## src/rtl/nx_arbiter_rr_pkg.sv

```systemverilog
// Shared types and limits for the Nexus round-robin packet arbiter.
package nx_arbiter_rr_pkg;

    typedef enum logic [0:0] {
        NX_ARB_IDLE,
        NX_ARB_LOCKED
    } nx_arb_state_t;

    // Largest channel count the arbiter is qualified for.
    function automatic int unsigned nx_arb_max_inputs();
        return 32'd16;
    endfunction

endpackage

```

## src/rtl/nx_rr_picker.sv

```systemverilog
// Combinational round-robin picker: first set request bit after 'pointer', wrapping.
module nx_rr_picker #(
    parameter int unsigned INPUTS = 4,
    parameter int unsigned IDX_W  = $clog2(INPUTS)
) (
    input  logic [INPUTS-1:0] request,
    input  logic [IDX_W-1:0]  pointer,
    output logic              found,
    output logic [IDX_W-1:0]  index
);

    // Two passes: channels above the pointer first, then wrap to those at or below it.
    always_comb begin
        found = 1'b0;
        index = '0;
        for (int i = 0; i < INPUTS; i++) begin
            if (!found && request[i] && (IDX_W'(i) > pointer)) begin
                found = 1'b1;
                index = IDX_W'(i);
            end
        end
        for (int i = 0; i < INPUTS; i++) begin
            if (!found && request[i] && (IDX_W'(i) <= pointer)) begin
                found = 1'b1;
                index = IDX_W'(i);
            end
        end
    end

endmodule

```

## src/rtl/nx_arbiter_rr.sv

```systemverilog
// N-input packet-atomic round-robin arbiter with registered, source-tagged output.
// Optional per-input packet counters: define NX_ARBITER_RR_STATS_EN.
module nx_arbiter_rr
    import nx_arbiter_rr_pkg::*;
#(
    parameter int unsigned BUS_W  = 8,
    parameter int unsigned INPUTS = 4,
    parameter int unsigned STAT_W = 16
) (
    input  logic                        clk,
    input  logic                        rst,
    input  logic [INPUTS*BUS_W-1:0]     inbound_data,
    input  logic [INPUTS-1:0]           inbound_last,
    input  logic [INPUTS-1:0]           inbound_valid,
    output logic [INPUTS-1:0]           inbound_ready,
    output logic [BUS_W-1:0]            outbound_data,
    output logic                        outbound_last,
    output logic [$clog2(INPUTS)-1:0]   outbound_source,
    output logic                        outbound_valid,
    input  logic                        outbound_ready
`ifdef NX_ARBITER_RR_STATS_EN
    ,
    output logic [INPUTS*STAT_W-1:0]    stat_packets
`endif
);

    localparam int unsigned IDX_W = $clog2(INPUTS);

    if (INPUTS < 2 || INPUTS > nx_arb_max_inputs() || STAT_W == 0) begin : g_param_check
        $error("nx_arbiter_rr: illegal INPUTS or STAT_W");
    end

    nx_arb_state_t      state_q, state_d;
    logic [IDX_W-1:0]   ptr_q, ptr_d;
    logic [IDX_W-1:0]   grant_q, grant_d;
    logic [BUS_W-1:0]   out_data_q, out_data_d;
    logic               out_last_q, out_last_d;
    logic [IDX_W-1:0]   out_src_q, out_src_d;
    logic               out_valid_q, out_valid_d;

    logic               pick_found;
    logic [IDX_W-1:0]   pick_index;
    logic               slot_free;
    logic               grant_ok;
    logic [IDX_W-1:0]   sel;
    logic [BUS_W-1:0]   sel_data;
    logic               sel_last;
    logic               accept;

    nx_rr_picker #(
        .INPUTS (INPUTS),
        .IDX_W  (IDX_W)
    ) u_picker (
        .request (inbound_valid),
        .pointer (ptr_q),
        .found   (pick_found),
        .index   (pick_index)
    );

    assign slot_free = !out_valid_q || outbound_ready;

    always_ff @(posedge clk) begin
        if (rst) begin
            state_q     <= NX_ARB_IDLE;
            ptr_q       <= IDX_W'(INPUTS - 1);
            grant_q     <= '0;
            out_data_q  <= '0;
            out_last_q  <= 1'b0;
            out_src_q   <= '0;
            out_valid_q <= 1'b0;
        end else begin
            state_q     <= state_d;
            ptr_q       <= ptr_d;
            grant_q     <= grant_d;
            out_data_q  <= out_data_d;
            out_last_q  <= out_last_d;
            out_src_q   <= out_src_d;
            out_valid_q <= out_valid_d;
        end
    end

    // Grant selection, ready generation and output-register update.
    always_comb begin
        state_d       = state_q;
        ptr_d         = ptr_q;
        grant_d       = grant_q;
        out_data_d    = out_data_q;
        out_last_d    = out_last_q;
        out_src_d     = out_src_q;
        out_valid_d   = out_valid_q;
        inbound_ready = '0;
        sel           = grant_q;
        grant_ok      = 1'b0;
        sel_data      = '0;
        sel_last      = 1'b0;
        accept        = 1'b0;

        case (state_q)
            NX_ARB_IDLE: begin
                sel      = pick_index;
                grant_ok = pick_found;
            end
            NX_ARB_LOCKED: begin
                grant_ok = 1'b1;
            end
            default: ;
        endcase

        // Ready never looks at data or last, only at valid (via the picker) and slot state.
        for (int i = 0; i < INPUTS; i++) begin
            if (grant_ok && slot_free && !rst && (IDX_W'(i) == sel)) begin
                inbound_ready[i] = 1'b1;
            end
        end

        for (int i = 0; i < INPUTS; i++) begin
            if (IDX_W'(i) == sel) begin
                sel_data = inbound_data[i*BUS_W +: BUS_W];
                sel_last = inbound_last[i];
                accept   = inbound_ready[i] && inbound_valid[i];
            end
        end

        if (accept) begin
            out_data_d  = sel_data;
            out_last_d  = sel_last;
            out_src_d   = sel;
            out_valid_d = 1'b1;
            if (sel_last) begin
                state_d = NX_ARB_IDLE;
                ptr_d   = sel;
            end else begin
                state_d = NX_ARB_LOCKED;
                grant_d = sel;
            end
        end else if (outbound_ready) begin
            out_valid_d = 1'b0;
        end
    end

    assign outbound_data   = out_data_q;
    assign outbound_last   = out_last_q;
    assign outbound_source = out_src_q;
    assign outbound_valid  = out_valid_q;

`ifdef NX_ARBITER_RR_STATS_EN
    logic [STAT_W-1:0] stat_q [INPUTS];
    logic [STAT_W-1:0] stat_d [INPUTS];

    // Saturating count of completed packets per channel.
    always_comb begin
        for (int i = 0; i < INPUTS; i++) begin
            stat_d[i] = stat_q[i];
            if (accept && sel_last && (IDX_W'(i) == sel) && (stat_q[i] != '1)) begin
                stat_d[i] = stat_q[i] + STAT_W'(1);
            end
        end
    end

    always_ff @(posedge clk) begin
        for (int i = 0; i < INPUTS; i++) begin
            if (rst) begin
                stat_q[i] <= '0;
            end else begin
                stat_q[i] <= stat_d[i];
            end
        end
    end

    for (genvar g = 0; g < INPUTS; g++) begin : g_stat_out
        assign stat_packets[g*STAT_W +: STAT_W] = stat_q[g];
    end
`endif

endmodule
```

## config.mk

```make
export PLATFORM = sky130hd
export DESIGN_NAME = nx_arbiter_rr
export DESIGN_NICKNAME = d
export VERILOG_FILES = /design/src/rtl/nx_arbiter_rr_pkg.sv /design/src/rtl/nx_rr_picker.sv /design/src/rtl/nx_arbiter_rr.sv
export SDC_FILE = /design/constraint.sdc
export NUM_CORES = 1
export LEC_CHECK = 0
export ABC_AREA = 1
export BUFFER_PORTS_ARGS = -buffer_cell sky130_fd_sc_hd__buf_2
export CORE_UTILIZATION = 46
export DETAILED_ROUTE_END_ITERATION = 16
export PLACE_DENSITY_LB_ADDON = 0.25
export SLEW_MARGIN = 20
export SYNTH_ARGS = -nofsm -noshare
export SYNTH_HDL_FRONTEND = slang
export SYNTH_SLANG_ARGS = --single-unit
```

## constraint.sdc

```tcl
create_clock -name clk -period 2.3 [get_ports clk]
set_clock_uncertainty 0.15 [all_clocks]
set_input_delay 0.115 -clock clk [delete_from_list [all_inputs] [get_ports clk]]
set_output_delay 0.115 -clock clk [all_outputs]
set_load 0.005 [all_outputs]
```

==> results.toml <==
[global_route]
grt-ovfl-total = 0
antenna_found_initial = 0
track_usage_pct = 24.0
grt_max_degree = 15
grt_pass1_wl_um = 5080
grt_pass1_vias = 1259

[synthesis]
yosysWarningCount = 0
synthArstFlopShare_pct = 0
synth.most_common_cell = "nand2_1"
syn-num-nets = 229
synth_largest_area_cell = "dfxtp_1"
synth_top_area_share_pct = 28.0
synth_edf_count = 0
synth.area.top_cells = "dfxtp_1 28%, nand2_1 21%, nand2_2 6.7%, a21oi_2 6.5%, nand4_1 5.7%"
netlist_top_cells_count = "67 x nand2_1, 17 x dfxtp_1, 15 x inv_1, 15 x nor2_1, 13 x nand2_2"
syn_inst = 186
synthesis.area_um2 = 1210
ys_ff_latch = 17
yosysSeqAreaShare_pct = 28.0
synth-main-ff-cell = "dfxtp_1"
synth_cell_types = 23
synth_area_per_cell_um2 = 6.53

[die]
ios = 59
die_h_um = 53.4
die_w_um = 53.4
core_um2 = 2480
die_area_um2 = 2850
row_count = 18
start_util_pct = 49.0

[clock_network]
clock_tree.buffer_depth = 2
post-cts-setup-buffers = 0
cts_tree = "built"
cts_sinks = 17
cts_max_level = 1
clk_transition_reported_paths_ns = 0.10
cts_root_buffer = "clkbuf_4"
worstSkewPairLatency_ns = 0.27
cts_buffers = 3

[critical_path]
worstSetupPathType = "flop to flop"
path_max_fanout = 14
r2r_slack_ns = 0.21
critPathArrivalTime_ns = 2.17
required_ns = 2.38
critPathLaunchType = "flop"
cp-end-kind = "flop"

[cells_and_area]
n_fill_cell = 251
post-route-util_pct = 64.3
num-nets-final = 294
diodes = 0
drive_above_1_share_pct = 42.0
areaGrowthSynthToFinish_pct = 31.1

[sta]
tightest_slew_ns = 0.359
drv_slew = 0
rsz0062_at_grt = "false"
setup_violations = 0
tns_ns = 0
post-route-period-util_pct = 90.9
fin_crit_ns = 2.09
slew_headroom_pct = 76.0
fmax_mhz = 478
finalHoldViolCount = 0
holdWs_ns = 0.0259

[placement]
dp_hpwl_um = 2480
io_buffers = 58
routabilityCongestion = 0.854

[detailed_routing]
drtIter0Drc = 24
drc = 0
vias = 1376
wire_per_inst_um = 11.1
postRouteAntennaNets = 0
viasPerCell = 4.91
routed_wl_um = 3090
firstDrtPassIters = 4

[outcome]
status = "finished, final reports clean"

[hold_path]
worstHoldPathType = "input pin to flop"

[power]
power_density_nw_per_um2 = 967
p_leak_nw = 0.834
finalPower_mw = 1.54
max-vdd-ir-drop_v = 0.000602

[run]
max_cap_violations = 0
[layout make-up]
type	instances	area (µm²)	area share (%)
flip-flops and latches	17	342	21.4
inverters	20	75.1	4.71
well taps	30	37.5	2.36
repair buffers	63	330	20.7
multi-input cells	146	782	49.1
clock buffers	4	26.3	1.65
[report_power, final]
group	switching (mW)	total (mW)	internal, mW
registers	0.0401	0.407	0.367
logic	0.612	0.980	0.368
clock network	0.0862	0.154	0.0673
total	0.739	1.54	0.801
[cells by family (layout without fill, tap and decap cells)]
| logic type | after synthesis | count (layout) | share of synthesized area, % |
|---|---|---|---|
| AOI/OAI and AO/OA | 17 | 17 | 9.78 |
| buffers and inverters | 23 | 87 | 8.75 |
| DFF | 17 | 17 | 28.0 |
| and+or+nand+nor | 129 | 129 | 53.4 |
[worst max-delay path: stages (launching register included)]
cell and delay (ns):
dfxtp_1 0.37, inv_1 0.08, nand2_2 0.09, nand4_4 0.10, nor2_2 0.11, nor2_2 0.07
nand2_2 0.11, nand2_8 0.10, nor2_8 0.19, nand3_2 0.09, nand2_2 0.10, inv_2 0.07
nand2_8 0.11, buf_4 0.12, nand2_2 0.05, a21oi_2 0.11
[metal layers]
| layer | wire length (µm) | track usage (%) |
|---|---|---|
| met1 | 1280 | 25.6 |
| met2 | 1640 | 48.3 |
| met3 | 175 | 4.89 |
| met4 | 0 | 2.63 |
| met5 | 0 | 0 |
[repair_timing]
| action | 4_1_cts | 5_1_grt |
|---|---|---|
| endpoints found under the hold margin | 1 | 0 |
| hold buffers | 1 | 0 |
| setup endpoints to repair | 0 | 6 |
| gates resized for setup | 0 | 3 |
[cells in the final DEF (no fill, tap or decap)]
cell type,count
inv_1,15
a21oi_1,5
nand2_8,2
buf_2,58
nor3_1,2
inv_2,5
nor2_1,15
o21ai_1,2
nand4_4,1
nand2_1,67
nand2_2,13
dlygate4sd3_1,1
nand2_4,1
o21ai_0,1
clkbuf_1,1
nand3_2,1
a21oi_2,9
buf_4,4
clkbuf_4,3
dfxtp_1,16
nor2_2,4
nand3_1,9
nor2_8,1
nor2_4,2
dfxtp_2,1
nand4_1,11
[worst paths after layout]
path                    startpoint                to  cells after the start
setup reg to reg          ptr_q[1]  outbound_data[6]                     15
setup / recovery          ptr_q[1]  outbound_data[6]                     15
hold reg to reg   outbound_data[2]  outbound_data[2]                      2
hold / removal    inbound_data[24]  outbound_data[0]                      5
[flip-flops by register name (all words and copies together) (netlist names)]
register,flops
grant_q,2
outbound_data,8
outbound_last,1
outbound_source,2
outbound_valid,1
ptr_q,2
state_q,1
[through the flow]
step,cells,setup slack [ns],cell area [µm²]
2_1_floorplan,186,0.418,1210
3_3_place_gp,275,0.226,1540
3_5_place_dp,275,0.159,1540
4_1_cts,280,0.138,1580
5_1_grt,280,0.00749,1590
6_report,280,0.209,1590
(Power assumes the default switching activity.)
